==> src/rtl/branch_pkg.sv <==
// ============================================================================
// Module      : branch_pkg
// Description : Shared funct3 codes, FSM state encoding and decode helpers
//               for branch_resolve_ctrl.
// Revision    : 1.0 - initial release
// ============================================================================
`default_nettype none

package branch_pkg;

    localparam logic [2:0] F3_BEQ  = 3'b000;
    localparam logic [2:0] F3_BNE  = 3'b001;
    localparam logic [2:0] F3_BLT  = 3'b100;
    localparam logic [2:0] F3_BGE  = 3'b101;
    localparam logic [2:0] F3_BLTU = 3'b110;
    localparam logic [2:0] F3_BGEU = 3'b111;

    // 2'd3 is unused and is treated as IDLE by the controller
    typedef enum logic [1:0] {
        IDLE = 2'd0,
        CMP  = 2'd1,
        RESP = 2'd2
    } state_e;

    function automatic logic f3_illegal(input logic [2:0] f3);
        return (f3[2:1] == 2'b01);
    endfunction

    function automatic logic f3_taken(input logic [2:0] f3, input logic eq, input logic lt);
        logic t;
        t = 1'b0;
        case (f3)
            F3_BEQ:           t = eq;
            F3_BNE:           t = !eq;
            F3_BLT, F3_BLTU:  t = lt;
            F3_BGE, F3_BGEU:  t = !lt;
            default:          t = 1'b0;
        endcase
        return t;
    endfunction

endpackage

`default_nettype wire

==> src/rtl/branch_comp.sv <==
// ============================================================================
// Module      : branch_comp
// Description : Shared 32-bit branch comparator; cmpop=1 selects unsigned.
// Revision    : 1.0 - initial release
// ============================================================================
`default_nettype none

module branch_comp (
    input  logic [31:0] a,
    input  logic [31:0] b,
    input  logic        cmpop,
    output logic        br_eq,
    output logic        br_lt
);

    assign br_eq = (a == b);
    assign br_lt = cmpop ? (a < b) : ($signed(a) < $signed(b));

endmodule

`default_nettype wire

==> src/rtl/branch_resolve_ctrl.sv <==
// ============================================================================
// Module      : branch_resolve_ctrl
// Description : IDLE/CMP/RESP sequencer around branch_comp that resolves
//               conditional branches and returns the redirect PC.
//               Define BRANCH_STATS_EN to build the branch statistics counters.
// Revision    : 1.0 - initial release
// ============================================================================
`default_nettype none

module branch_resolve_ctrl
    import branch_pkg::*;
#(
    parameter int XLEN   = 32,   // branch_comp is fixed 32-bit
    parameter int STAT_W = 32
) (
    input  logic              clk,
    input  logic              rst,
    input  logic              flush,
    input  logic              req_valid,
    output logic              req_ready,
    input  logic [2:0]        req_funct3,
    input  logic [XLEN-1:0]   req_rs1,
    input  logic [XLEN-1:0]   req_rs2,
    input  logic [XLEN-1:0]   req_pc,
    input  logic [XLEN-1:0]   req_imm,
    output logic              rsp_valid,
    input  logic              rsp_ready,
    output logic              rsp_taken,
    output logic [XLEN-1:0]   rsp_target,
    output logic              rsp_illegal,
    output logic [STAT_W-1:0] stat_total,
    output logic [STAT_W-1:0] stat_taken
);

    state_e            state_q, state_d;
    logic [2:0]        f3_q, f3_d;
    logic [XLEN-1:0]   rs1_q, rs1_d, rs2_q, rs2_d, pc_q, pc_d, imm_q, imm_d;
    logic              taken_q, taken_d, illegal_q, illegal_d;
    logic [XLEN-1:0]   target_q, target_d;
    logic              br_eq, br_lt;

    branch_comp u_branch_comp (
        .a     (rs1_q),
        .b     (rs2_q),
        .cmpop (f3_q[1]),
        .br_eq (br_eq),
        .br_lt (br_lt)
    );

    always_comb begin
        state_d   = state_q;
        f3_d      = f3_q;
        rs1_d     = rs1_q;
        rs2_d     = rs2_q;
        pc_d      = pc_q;
        imm_d     = imm_q;
        taken_d   = taken_q;
        illegal_d = illegal_q;
        target_d  = target_q;
        case (state_q)
            CMP: begin
                taken_d   = f3_taken(f3_q, br_eq, br_lt);
                illegal_d = f3_illegal(f3_q);
                target_d  = taken_d ? (pc_q + imm_q) : (pc_q + XLEN'(4));
                state_d   = RESP;
            end
            RESP: begin
                if (rsp_ready) state_d = IDLE;
            end
            default: begin
                if (req_valid && !flush) begin
                    f3_d    = req_funct3;
                    rs1_d   = req_rs1;
                    rs2_d   = req_rs2;
                    pc_d    = req_pc;
                    imm_d   = req_imm;
                    state_d = CMP;
                end
            end
        endcase
        // A squashed branch leaves the previous response values untouched
        if (flush) begin
            state_d   = IDLE;
            taken_d   = taken_q;
            illegal_d = illegal_q;
            target_d  = target_q;
        end
    end

    always_ff @(posedge clk) begin
        if (rst) begin
            state_q   <= IDLE;
            f3_q      <= '0;
            rs1_q     <= '0;
            rs2_q     <= '0;
            pc_q      <= '0;
            imm_q     <= '0;
            taken_q   <= 1'b0;
            illegal_q <= 1'b0;
            target_q  <= '0;
        end else begin
            state_q   <= state_d;
            f3_q      <= f3_d;
            rs1_q     <= rs1_d;
            rs2_q     <= rs2_d;
            pc_q      <= pc_d;
            imm_q     <= imm_d;
            taken_q   <= taken_d;
            illegal_q <= illegal_d;
            target_q  <= target_d;
        end
    end

    assign req_ready   = (state_q != CMP) && (state_q != RESP);
    assign rsp_valid   = (state_q == RESP);
    assign rsp_taken   = taken_q;
    assign rsp_illegal = illegal_q;
    assign rsp_target  = target_q;

`ifdef BRANCH_STATS_EN
    logic [STAT_W-1:0] stat_total_q, stat_total_d, stat_taken_q, stat_taken_d;

    always_comb begin
        stat_total_d = stat_total_q;
        stat_taken_d = stat_taken_q;
        if (rsp_valid && rsp_ready && !flush) begin
            stat_total_d = stat_total_q + STAT_W'(1);
            if (taken_q) stat_taken_d = stat_taken_q + STAT_W'(1);
        end
    end

    always_ff @(posedge clk) begin
        if (rst) begin
            stat_total_q <= '0;
            stat_taken_q <= '0;
        end else begin
            stat_total_q <= stat_total_d;
            stat_taken_q <= stat_taken_d;
        end
    end

    assign stat_total = stat_total_q;
    assign stat_taken = stat_taken_q;
`else
    assign stat_total = '0;
    assign stat_taken = '0;
`endif

endmodule

`default_nettype wire

==> config.mk <==
export PLATFORM = sky130hd
export DESIGN_NAME = branch_resolve_ctrl
export DESIGN_NICKNAME = d
export VERILOG_FILES = /design/src/rtl/branch_pkg.sv /design/src/rtl/branch_comp.sv /design/src/rtl/branch_resolve_ctrl.sv
export SDC_FILE = /design/constraint.sdc
export NUM_CORES = 1
export LEC_CHECK = 0
export CORE_MARGIN = 3
export CORE_UTILIZATION = 54
export CTS_CLUSTER_DIAMETER = 100
export DETAILED_ROUTE_END_ITERATION = 8
export GPL_ROUTABILITY_DRIVEN = 0
export GPL_TIMING_DRIVEN = 1
export PLACE_DENSITY = 0.83
export RECOVER_POWER = 25
export SYNTH_ARGS = -nofsm -noshare
export SYNTH_HDL_FRONTEND = slang
export SYNTH_SLANG_ARGS = --single-unit
==> constraint.sdc <==
create_clock -name clk -period 4.7 [get_ports clk]
set_input_delay 0.94 -clock clk [delete_from_list [all_inputs] [get_ports clk]]
set_output_delay 0.94 -clock clk [all_outputs]
set_load 0.02 [all_outputs]
==> summary.txt <==
Yosys
  – Post-Syn Area per Cell: 7.63 µm²
  – Yosys warnings: 0
  – Syn Inst Count: 1266
  – Register area share after synthesis: 34.6%
  – Cell variety after synth: 70
  – Most numerous cell in the Yosys netlist: nand2_1
  – Most frequent cells after synthesis: nand2_1, a21oi_1, dfxtp_1
  – Share of the synthesized area in the top cell type: 34.6%
  – Cell type with the largest total area after synthesis: dfxtp_1
  – Main synth FF type: dfxtp_1
  – Number of synthesized flops with an enable pin: 0
  – FFs w/ async S/R, synth: 0%
  – Largest cells by area after synthesis: dfxtp_1, nand2_1, a21oi_1
  – Synthesized area: 0.00966 mm²
  – Flops & latches, synth: 167

Critical path
  – R2R Setup Slk: 1.38 ns
  – Reg2reg end: rsp_target[20]
  – CP Max Fanout: 5
  – Setup Crit Path Kind: reg -> reg
  – Crit Reg-Reg Startpoint: pc_q[0]
  – Worst Setup End Kind: register
  – R2r worst-path depth: 12
  – CP Data Required Time: 5.05 ns
  – Startpoint types: register
  – WP data arrival: 3.67 ns

Power and ir drop
  – VDD IR-drop max: 0.000257 V
  – Overall power: 3480 µW
  – LEAKAGE: 0.00470 µW
  – Cell Pwr Density: 295 mW/mm²

Layout
  – # fillers: 1458
  – Ant diodes: 0
  – Fraction of layout cells with a size suffix above 1: 5.02%
  – Layout area overhead: 22.2%
  – Nets: 1604

Clocking
  – CTS root buf: clkbuf_16
  – Clk sinks: 167
  – TritonCTS clock tree: built
  – Setup Buffers After CTS: 0
  – Num CTS Buffers: 17
  – H-tree lvl count: 4
  – Clk slew on worst S/H paths: 0.06 ns
  – CTS resizes: 0
  – Clk Latency, worst-skew pair: 0.43 ns
  – Hold buffers post-CTS: 0
  – Clock Tree Buf Depth: 2

STA
  – Final period utilization: 70.7%
  – Fin crit period: 3.32 ns
  – Clock Skews: 0.00982 ns
  – Setup TNS: 0 ns
  – F_max: 0.301 GHz
  – Final hold vios: 0
  – Slew Limit Fails: 0
  – Hold Slack: 0.454 ns
  – Relative slew margins: 43.9%
  – Setup violations, final: 0
  – RSZ-0062 raised after global routing: false
  – Worst slew pin tran: 0.838 ns

Drt
  – Iter 0 DRT Violations: 625
  – Top layer reached by signal wires: met4
  – M1 wire length: 11.2 mm
  – WL/cell: 15.5 µm
  – Vias: 8911
  – Met3 WL: 1.45 mm
  – Routed WL: 25.4 mm
  – 1st-pass router iterations: 5
  – Metal2 WL: 12.2 mm
  – # DRC: 0
  – Vias per std cell: 5.44
  – Antenna viol nets, final: 0

GRT
  – Vias in the first global route: 8470
  – Grt ovf: 0
  – First-pass GRT wire length: 40.4 mm
  – Tot GR Track Use: 24.9%
  – Initial antenna violation count: 0
  – Largest net degree at the start of global routing: 77

Placed design
  – DP Wirelength: 18.4 mm
  – Port bufs: 171

Die
  – Core ar.: 0.0174 mm²
  – Initial core utilization: 55.5%
  – Die area: 0.0195 mm²
  – Row count: 48
  – Io pins: 236
  – Horiz. Die Dim: 140 µm
  – Die Y-Extent: 140 µm

Min path
  – Hold Path Class: reg -> reg
  – Worst Hold End: rs2_q[8]
  – HP Start: rs2_q[8]
  – Hold path cells: 2

Flow run
  – Max-cap violation count: 0

Run status
  – Outcome: finished clean
final cells by class:
class / count / area [µm²] / area share, %
Inverter: 44 / 165 / 1.40
Clock inverter: 12 / 119 / 1.01
Clock buffer: 20 / 457 / 3.87
Tap cell: 225 / 282 / 2.38
Sequential cell: 167 / 3340 / 28.3
Timing Repair Buffer: 180 / 1790 / 15.2
Multi-Input combinational cell: 990 / 5650 / 47.9
critical path, stage by stage (launching register included):
cell and delay, ns:
dfxtp_1 0.39, ha_1 0.24, inv_1 0.07, fa_1 0.39
nand2b_1 0.20, a211oi_2 0.33, o2111ai_2 0.21, a21boi_2 0.34
a31oi_4 0.18, o21ai_2 0.28, xor2_1 0.21, mux2i_1 0.16
a211oi_2 0.25
power by group:
part | switching (µW) | internal, µW | total (µW)
sequential | 52.0 | 1480 | 1530
clock | 586 | 764 | 1350
combinational | 345 | 255 | 599
total | 983 | 2500 | 3480
stage by stage:
stage,area [µm²],worst slack [ns],utilization (%),std cells
after CTS,11800,1.42,67.8,1638
after floorplan,9890,1.96,-,1329
after global routing,11800,1.17,67.8,1638
after detailed placement,11200,1.43,64.5,1606
final,11800,1.38,67.8,1638
after global placement,11200,1.50,64.5,1606
cell usage in the layout (no fill, tap or decap), types with 16 or more instances in the layout:
cell,count
clkdlybuf4s50_1,135
nand3_1,22
a21oi_1,192
dfxtp_1,167
dlygate4sd3_1,35
o21ai_0,34
conb_1,64
clkbuf_16,17
nor3_1,16
ha_1,67
nand2_1,323
xor2_1,22
nand4_1,16
nor2_1,58
inv_1,44
xnor2_1,27
registers in the layout, summed over array words and instances (netlist names):
signal       flops
rsp_illegal      1
rs2_q           32
imm_q           32
rs1_q           32
state_q          2
rsp_target      32
pc_q            32
f3_q             3
rsp_taken        1
layer usage:
metal / GRT usage [%] / vias up
li1: - / 4453
met1: 31.5 / 4117
met2: 42.2 / 300
met3: 5.40 / 41
met4: 8.47 / 0
met5: 0 / -
kinds of logic (layout without fill, tap and decap cells):
family / after synthesis / in the layout / synth area share [%]
XOR/XNOR: 49 / 49 / 4.44
AO/OA/AOI/OAI: 320 / 320 / 20.6
adder cells (fa/ha/maj): 68 / 68 / 8.89
other: 1 / 64 / 0.0388
multiplexers: 4 / 4 / 0.415
AND/OR/NAND/NOR: 485 / 485 / 21.6
buffers and inverters: 172 / 256 / 9.46
flip-flops: 167 / 167 / 34.6
worst max-delay path by stage:
| stage | startpoint | to | slack [ns] |
|---|---|---|---|
| floorplan | pc_q[0] | rsp_target[24] | 1.96 |
| global placement | flush | imm_q[31] | 1.50 |
| detailed placement | flush | rs1_q[13] | 1.43 |
| CTS | pc_q[0] | rsp_target[20] | 1.42 |
| global route | rs2_q[14] | rsp_target[12] | 1.17 |
| finish | pc_q[0] | rsp_target[20] | 1.38 |
(Power assumes the default switching activity.)
